<file path="config.mk">
export PLATFORM = sky130hd
export DESIGN_NAME = shift_counter_gen
export DESIGN_NICKNAME = d
export VERILOG_FILES = /design/src/rtl/shift_counter_gen.sv
export SDC_FILE = /design/constraint.sdc
export NUM_CORES = 1
export LEC_CHECK = 0
export ABC_AREA = 1
export CORE_AREA = 2 2 39 41
export CTS_CLUSTER_DIAMETER = 150
export DETAILED_ROUTE_END_ITERATION = 7
export DIE_AREA = 0 0 41 43
export GPL_TIMING_DRIVEN = 0
export PLACE_DENSITY = 0.51
export SKIP_LAST_GASP = 1
export SYNTH_ARGS = -nofsm -noshare
export SYNTH_HDL_FRONTEND = slang
export SYNTH_SLANG_ARGS = --single-unit
</file>
<file path="constraint.sdc">
create_clock -name clk -period 1.4 [get_ports clk]
set_input_delay 0.28 -clock clk [delete_from_list [all_inputs] [get_ports clk]]
set_output_delay 0.28 -clock clk [all_outputs]
set_load 0.1 [all_outputs]
</file>
<file path="src/rtl/shift_counter_gen.sv">
`default_nettype none
// ============================================================================
// Module      : shift_counter_gen
// Description : Parametrised shift-register counter. At run time it can work
//               as a ring counter (one-hot phases) or as a Johnson
//               (twisted-ring) counter (thermometer phases). It has direction
//               control, a count enable, parallel load and a registered wrap
//               pulse. Illegal-state detection with self-recovery is
//               optional.
// Revision    : 1.0 - initial release
// ----------------------------------------------------------------------------
// Optional feature macro:
//   SHIFT_CNT_SELFCORRECT_EN
//     defined   : illegal_o flags a state that is not legal for the current
//                 mode. An enabled, non-load edge in an illegal state
//                 reloads the start value.
//     undefined : illegal_o is tied to 0 and no legality logic is built.
// ----------------------------------------------------------------------------
// Parameters:
//   WIDTH       number of state bits (>= 2)
// Ports:
//   clk         clock, rising edge
//   rstn        synchronous active-low reset
//   en_i        count enable (one step per cycle)
//   mode_i      0 = ring, 1 = Johnson
//   dir_i       0 = shift toward LSB, 1 = shift toward MSB
//   load_i      parallel load strobe (takes priority over en_i)
//   load_val_i  value loaded into the state register
//   out_o       registered counter state
//   wrap_o      registered one-cycle pulse when a shift lands on the start
//   illegal_o   combinational illegal-state flag (0 when the macro is not set)
// ============================================================================
module shift_counter_gen #(
    parameter int WIDTH = 4
) (
    input  logic             clk,
    input  logic             rstn,
    input  logic             en_i,
    input  logic             mode_i,
    input  logic             dir_i,
    input  logic             load_i,
    input  logic [WIDTH-1:0] load_val_i,
    output logic [WIDTH-1:0] out_o,
    output logic             wrap_o,
    output logic             illegal_o
);

    // Start value: only the LSB set. It is legal in both modes.
    localparam logic [WIDTH-1:0] C_S0 = {{(WIDTH-1){1'b0}}, 1'b1};

    logic [WIDTH-1:0] out_q;
    logic [WIDTH-1:0] out_d;
    logic             wrap_q;
    logic             wrap_d;

    logic [WIDTH-1:0] w_shift;
    logic             w_feedback;
    logic             w_illegal;

    // ------------------------------------------------------------------------
    // Shift step. The bit that wraps around is the end bit leaving the
    // register. Johnson mode inverts it, ring mode passes it through
    // unchanged. Because the mode bit works as an XOR, one datapath serves
    // both counter types.
    // ------------------------------------------------------------------------
    always_comb begin
        w_feedback = 1'b0;
        w_shift    = out_q;
        if (dir_i) begin
            w_feedback = out_q[WIDTH-1] ^ mode_i;
            w_shift    = {out_q[WIDTH-2:0], w_feedback};
        end else begin
            w_feedback = out_q[0] ^ mode_i;
            w_shift    = {w_feedback, out_q[WIDTH-1:1]};
        end
    end

    // ------------------------------------------------------------------------
    // Legality check (optional).
    //   Ring    : exactly one bit set.
    //   Johnson : at most one boundary between neighbouring bits. This means
    //             the register holds a block of ones at one end and zeros at
    //             the other (all-zero and all-one included).
    // ------------------------------------------------------------------------
`ifdef SHIFT_CNT_SELFCORRECT_EN
    logic [WIDTH-2:0] w_edges;

    always_comb begin
        w_edges = out_q[WIDTH-2:0] ^ out_q[WIDTH-1:1];
        if (mode_i) begin
            w_illegal = ($countones(w_edges) > 1);
        end else begin
            w_illegal = ($countones(out_q) != 1);
        end
    end
`else
    assign w_illegal = 1'b0;
`endif

    // ------------------------------------------------------------------------
    // Next state. Priority: load, recovery, shift, hold. Reset is applied in
    // the register process. wrap only fires for a true shift step that lands
    // on the start value, so load and recovery never cause a pulse.
    // ------------------------------------------------------------------------
    always_comb begin
        out_d  = out_q;
        wrap_d = 1'b0;
        if (load_i) begin
            out_d = load_val_i;
        end else if (en_i && w_illegal) begin
            // This branch can only be taken when the legality logic exists.
            // The shift is suppressed for this cycle.
            out_d = C_S0;
        end else if (en_i) begin
            out_d  = w_shift;
            wrap_d = (w_shift == C_S0);
        end
    end

    always_ff @(posedge clk) begin
        if (!rstn) begin
            out_q  <= C_S0;
            wrap_q <= 1'b0;
        end else begin
            out_q  <= out_d;
            wrap_q <= wrap_d;
        end
    end

    assign out_o     = out_q;
    assign wrap_o    = wrap_q;
    assign illegal_o = w_illegal;

endmodule
`default_nettype wire

</file>
==> results.md, run 1 <==
- Tmin final: around 1.3 ns
- FF-to-FF Start: out_o[3]
- Nets@finish: 83
- CP Buf/Inv Count: 1
- Top cells by count, synth: 24 x nand2_1, 7 x inv_1, 5 x dfxtp_1
- Pin count of the biggest net entering global routing: 8
- Crit-path slowest cell: clkdlybuf4s18_2
- Cell Area, Synth: 317.8 sq um
- Final hold vios: 0
- Cell Chain, Critical Path: clkdlybuf4s18_2
- Worst Path Class, Setup: flip-flop to output pin
- # H-tree levels: 1
- Cell count after placement: 84
- Seq cells post-synth: 5
- DRC Markers: 0
- Largest stage delay, worst path: 0.53 ns
- Layout cells sized above 1: 0.2222
- Post-synth top area cell: dfxtp_1
- RSZ-0062 raised after global routing: false
- Crit path capture type: output pin
- R2r worst-path depth: 5
- Post-Route Utilization: 0.3535
- Cells after Synth: 54
- Via count: between 300 and 400
- Die W: 41 microns
- Launch point of the worst path: wrap_o
- IO Port Bufs: 14
- Skew-Pair Late Insertion Delay: between 0.2 and 0.25 ns
- Global-route wire length before repair: approximately 1.2 mm
- Reg2reg end: wrap_o
- Post-route ant nets: 0
- Clock buffer depth: 2
- Highest Clock Rate: 743.0 MHz
- Top-count cell post-synth: nand2_1
- GPL Wtd Cong: 0.7569
- Finished Layout Cells: 88
- Worst path depth: 1
- CP Max Fanout: 1
- Vias per inst: 4.193
- Max Transition Viols Final: 0
- Setup Viol. Count Final: 0
- Status: finished clean
- I/O Pins: 16
- DIE AREA: around 0.0018 sq mm
- Period utilisation layout: 0.9613
- P_leak: 0.2411 nW
- # hold bufs at CTS: 0
- Worst Path Arrival: around 1.1 ns
- Worst Hold Class: flip-flop to flip-flop
- Initial Util: 0.2297
- Area Growth Syn to Fin: 53.94%
- Yosys cell types: 14
- CTS Root Cell: clkbuf_4
- Die Height: between 40 and 50 microns
- Hold Path Cell Cnt: 2
- Setup ws final: around 0.054 ns
- TritonCTS clock tree: yes
- Sink Count: 5
- Async set-reset flop share out of synthesis: 0
- Post-synth EDFFs: 0
- First-pass DRT Iterations: 4
- Avg WL per Cell: approximately 8.4 microns
- Max_cap viols: 0
- Vias in the first global route: between 300 and 400
- Worst VDD drop: 0.2235 mV
- Reg2Reg Setup Slack: ~0.48 ns
- Overall power: 0.4922 mW
- Cell family with most CP delay: buffers and inverters
- Pre-CTS setup slack: -0.3596 ns
- Seq/Total Area, Yosys: 0.3150
- Worst Path Required: roughly 1.1 ns
- 1st-iter DRT viols: 7
- All-Layer GR Usage: 0.1073
- Power Density: just over 1000 mW/mm^2
- Overflow after GRT: 0
- Clk pin slew, worst setup/hold paths: ~0.04 ns
- # diodes: 0
- Synth Flop Type: dfxtp_1
- Core area: 0.001384 sq mm
- Clk_skew: 0.00007802 ns
- CP startpoint kind: flip-flop
- Dpl hpwl: ~620 microns
- Ranking of synthesized cells by area: dfxtp_1 31%, nand2_1 28%, inv_1 8.3%, nor2_2 5.9%, nor2_1 3.5%
- Antenna violations before repair: 0
- CP endpoint: wrap_o
- Syn. warnings: 0
- DRT Wirelength: roughly 740 microns
- Row count: 14
- Synth Area per Inst: between 5 and 6 sq um
- Syn_nets: 64
- Area share of the largest cell type after synthesis: 0.3150
- Num CTS Buffers: 3
[power by group]
part | total (mW) | internal, mW | switching [mW]
sequential | 0.163 | 0.154 | 0.00873
combinational | 0.166 | 0.0494 | 0.117
clock | 0.164 | 0.108 | 0.0560
total | 0.492 | 0.311 | 0.181
[cell type report]
type                    instances  area [sq um]
fillers                       163         894.6
multi-input cells              41         183.9
repair buffers                 14         120.1
flip-flops and latches          5         105.1
clock buffers                   4         26.28
inverters                       7         26.28
well taps                      16         20.02
plain buffers                   1         7.507
[stage by stage]
stage          setup TNS [ns]  hold WS (ns)  instance area [sq um]
6_report                    0        0.5010                  489.2
5_1_grt                     0        0.5174                  489.2
4_1_cts              -0.04196        0.5067                  496.7
3_5_place_dp           -1.730        0.4977                  483.0
3_3_place_gp           -1.715        0.5017                  483.0
2_1_floorplan               0        0.3904                  322.8
[worst min-delay path by stage]
stage,from,to,slack [ns]
after floorplan,rstn,out_o[3],0.39
after detailed placement,out_o[0],out_o[0],0.50
after CTS,out_o[0],out_o[0],0.51
final,out_o[0],out_o[0],0.50
after global routing,out_o[0],out_o[0],0.52
after global placement,out_o[0],out_o[0],0.50
[layer usage]
metal	routed length [microns]	vias up	GRT usage
met4	22	0	0.1000
met5	0	-	0
met2	337	15	0.1594
met1	329	151	0.1218
li1	-	199	-
met3	51	4	0.01571
[registers in the layout (all words and copies together) (netlist names)]
name and count:
out_o 4, wrap_o 1
[timing repair]
item | 4_1_cts | 5_1_grt
endpoints found under the hold margin | 0 | 0
pin swaps | 0 | 0
endpoints found under the setup margin | 5 | 2
resized for setup | 21 | 3
buffers inserted | 0 | 0
[kinds of logic (layout without fill, tap and decap cells)]
group | Yosys count | in the layout | synth area share
compound gates | 7 | 7 | 0.1300
flops | 5 | 5 | 0.3150
buf+inv | 8 | 26 | 0.1063
xor+xnor | 1 | 1 | 0.02756
simple gates | 32 | 32 | 0.4095
other cells | 1 | 1 | 0.01180
[placed cells by master (no fill, tap or decap)]
cell type,n
a22oi_1,1
nor2_2,3
nor2_1,3
a31oi_1,1
nand3_1,2
clkdlybuf4s18_2,1
conb_1,1
inv_1,7
o21ai_0,2
buf_4,1
clkbuf_4,3
xnor2_1,1
dfxtp_1,1
clkdlybuf4s50_1,9
dfxtp_2,4
nand2_1,24
buf_2,4
a21oi_1,2
a21boi_0,1
clkbuf_1,1
Note: power is estimated with default switching activity, not from simulation.
==> run 2: changes to the inputs <==
Clock period 1.4 ns to 1.7 ns, I/O delays scaled along.
==> run 2 against run 1 <==
Cell count unchanged. Via count unchanged. First-iteration DRC count increased by 86%. Die area unchanged. Setup slack improved by 0.098 ns. Non-clock buffer count unchanged. Sequential power decreased by 18%. Largest cell class unchanged. Highest routed layer is now met3.
==> results.md, run 2 (synthesis results as in run 1) <==
- Largest stage delay, worst path: 0.58 ns (+0.05 ns)
- CP Buf/Inv Count: 1 (unchanged)
- Skew-Pair Late Insertion Delay: 0.24 ns (about the same)
- Core area: 0.001384 sq mm (unchanged)
- RSZ-0062 raised after global routing: false
- CP Max Fanout: 4 (+3)
- DRC Markers: 0 (unchanged)
- Via count: 369 (unchanged)
- Setup ws final: 0.1524 ns (+0.09822 ns)
- Avg WL per Cell: 7.898 microns (-6.1%)
- Nets@finish: 83 (unchanged)
- Global-route wire length before repair: 1.097 mm (-12%)
- Worst Path Arrival: 1.21 ns (+0.14 ns)
- Status: finished clean
- Max Transition Viols Final: 0 (unchanged)
- # diodes: 0 (unchanged)
- First-pass DRT Iterations: 4 (unchanged)
- Crit-path slowest cell: clkdlybuf4s15_2
- Pin count of the biggest net entering global routing: 8 (unchanged)
- Post-route ant nets: 0 (unchanged)
- Vias per inst: 4.193 (unchanged)
- CP startpoint kind: flip-flop
- Worst VDD drop: 0.2243 mV (+0.36%)
- Most frequent cells in the layout: 24 x nand2_1, 9 x clkdlybuf4s50_1, 7 x inv_1
- Highest Clock Rate: roughly 650 MHz
- Max_cap viols: 0 (unchanged)
- IO Port Bufs: 14 (unchanged)
- Dpl hpwl: 591.2 microns (-5.0%)
- Die Height: 43 microns (unchanged)
- Pre-CTS setup slack: -0.1778 ns (+0.1818 ns)
- Overflow after GRT: 0 (unchanged)
- Reg area: 100.1 sq um (-4.8%)
- Cell family with most CP delay: buffers and inverters
- CTS Root Cell: clkbuf_4
- Post-Route Utilization: 0.3689 (+0.01537)
- Cell Chain, Critical Path: clkdlybuf4s15_2
- Die W: 41 microns (unchanged)
- Vias in the first global route: 313 (-7.7%)
- Sink Count: 5 (unchanged)
- All-Layer GR Usage: 0.09419 (-0.01313)
- TritonCTS clock tree: yes
- Launch point of the worst path: out_o[0]
- Slew @ Worst Pin: ~0.54 ns
- Area of the multi-input gates: 183.9 sq um (unchanged)
- Worst Path Required: 1.36 ns (+0.24 ns)
- DIE AREA: 0.001763 sq mm (unchanged)
- 1st-iter DRT viols: 13 (+6)
- Commonest non-fill, non-tap cell in the layout: nand2_1
- Fin Hold WS: 0.5252 ns (+0.02423 ns)
- Layout cells sized above 1: 0.1667 (-0.05556)
- Worst Path Class, Setup: flip-flop to output pin
- Clk pin slew, worst setup/hold paths: 0.04 ns (about the same)
- Max reg flops: 4 (unchanged)
- Setup Viol. Count Final: 0 (unchanged)
- # H-tree levels: 1 (unchanged)
- Row count: 14 (unchanged)
- Antenna violations before repair: 0 (unchanged)
- Worst Hold Class: flip-flop to flip-flop
- Period utilisation layout: 0.9104
- Power Density: 798.4 mW/mm^2 (-21%)
- Area Growth Syn to Fin: 60.63%
- GPL Wtd Cong: 0.7581 (+0.16%)
- DRT Wirelength: 695 microns (-6.1%)
- Final hold vios: 0 (unchanged)
- Relative slew slack: 0.6394
- Filler cells: 153 (-6.1%)
- Clk_skew: 0.003279 ns (+0.003201 ns)
- Hold Crit Start: out_o[1]
- Clock buffer depth: 2 (unchanged)
- I/O Pins: 16 (unchanged)
- P_leak: 0.2391 nW (-0.83%)
- Tmin final: ~1.5 ns
- Setup Total Neg Slack: 0 ns (unchanged)
- Crit path capture type: output pin
- FF-to-FF Start: out_o[3]
- Initial Util: 0.2297 (unchanged)
- Num CTS Buffers: 3 (unchanged)
run 2: cell types whose count changed in the layout (fill, tap and decap cells not counted):
cell | previous run | this run
clkdlybuf4s18_2 | 1 | 0
buf_2 | 4 | 0
dfxtp_2 | 4 | 0
dfxtp_1 | 1 | 5
clkdlybuf4s15_2 | 0 | 5
run 2: final timing paths:
| kind | cells after the start | endpoint | slack, ns |
|---|---|---|---|
| min reg2reg | 2 | out_o[1] | 0.53 |
| min | 2 | out_o[1] | 0.53 |
| max | 1 | out_o[0] | 0.15 |
| max reg2reg | 5 | wrap_o | 0.73 |
run 2: final cells by class:
type | instances | area share
buffer | 1 | 0.01471
clock buffer | 4 | 0.05147
inverter | 7 | 0.05147
multi-input combinational | 41 | 0.3603
sequential | 5 | 0.1961
tap | 16 | 0.03922
timing repair buffer | 14 | 0.2868
run 2: metal layers:
| metal | global-route usage | share of wire | vias up |
|---|---|---|---|
| met5 | 0 | 0 | - |
| met2 | 0.1313 | 0.48 | 16 |
| met4 | 0.08000 | 0 | 0 |
| met1 | 0.1086 | 0.42 | 154 |
| met3 | 0.03141 | 0.092 | 0 |
| li1 | - | - | 199 |
run 2: timing repair:
item | CTS | global route
gates resized for setup | 15 | 0
hold buffers | 0 | 0
buffers inserted | 0 | 0
endpoints found under the hold margin | 0 | 0
endpoints found under the setup margin | 5 | 0
run 2: report_power, final:
group	switching [mW]	total, mW	internal (mW)
clock	0.0460	0.135	0.0886
combinational	0.0955	0.140	0.0450
sequential	0.00738	0.133	0.125
run 2: per-stage QoR:
step	cells	total power, mW	instance area [sq um]
2_1_floorplan	54	0.2308	317.8
3_3_place_gp	84	0.2785	478.0
3_5_place_dp	84	0.2780	478.0
4_1_cts	88	0.4157	510.5
5_1_grt	88	0.4333	510.5
6_report	88	0.4076	510.5
==> run 3: changes to the inputs <==
Settings changed: CAP_MARGIN set to 10.
==> results of run 3 <==
The final DEF is identical to that of run 2; final timing and power are the same.
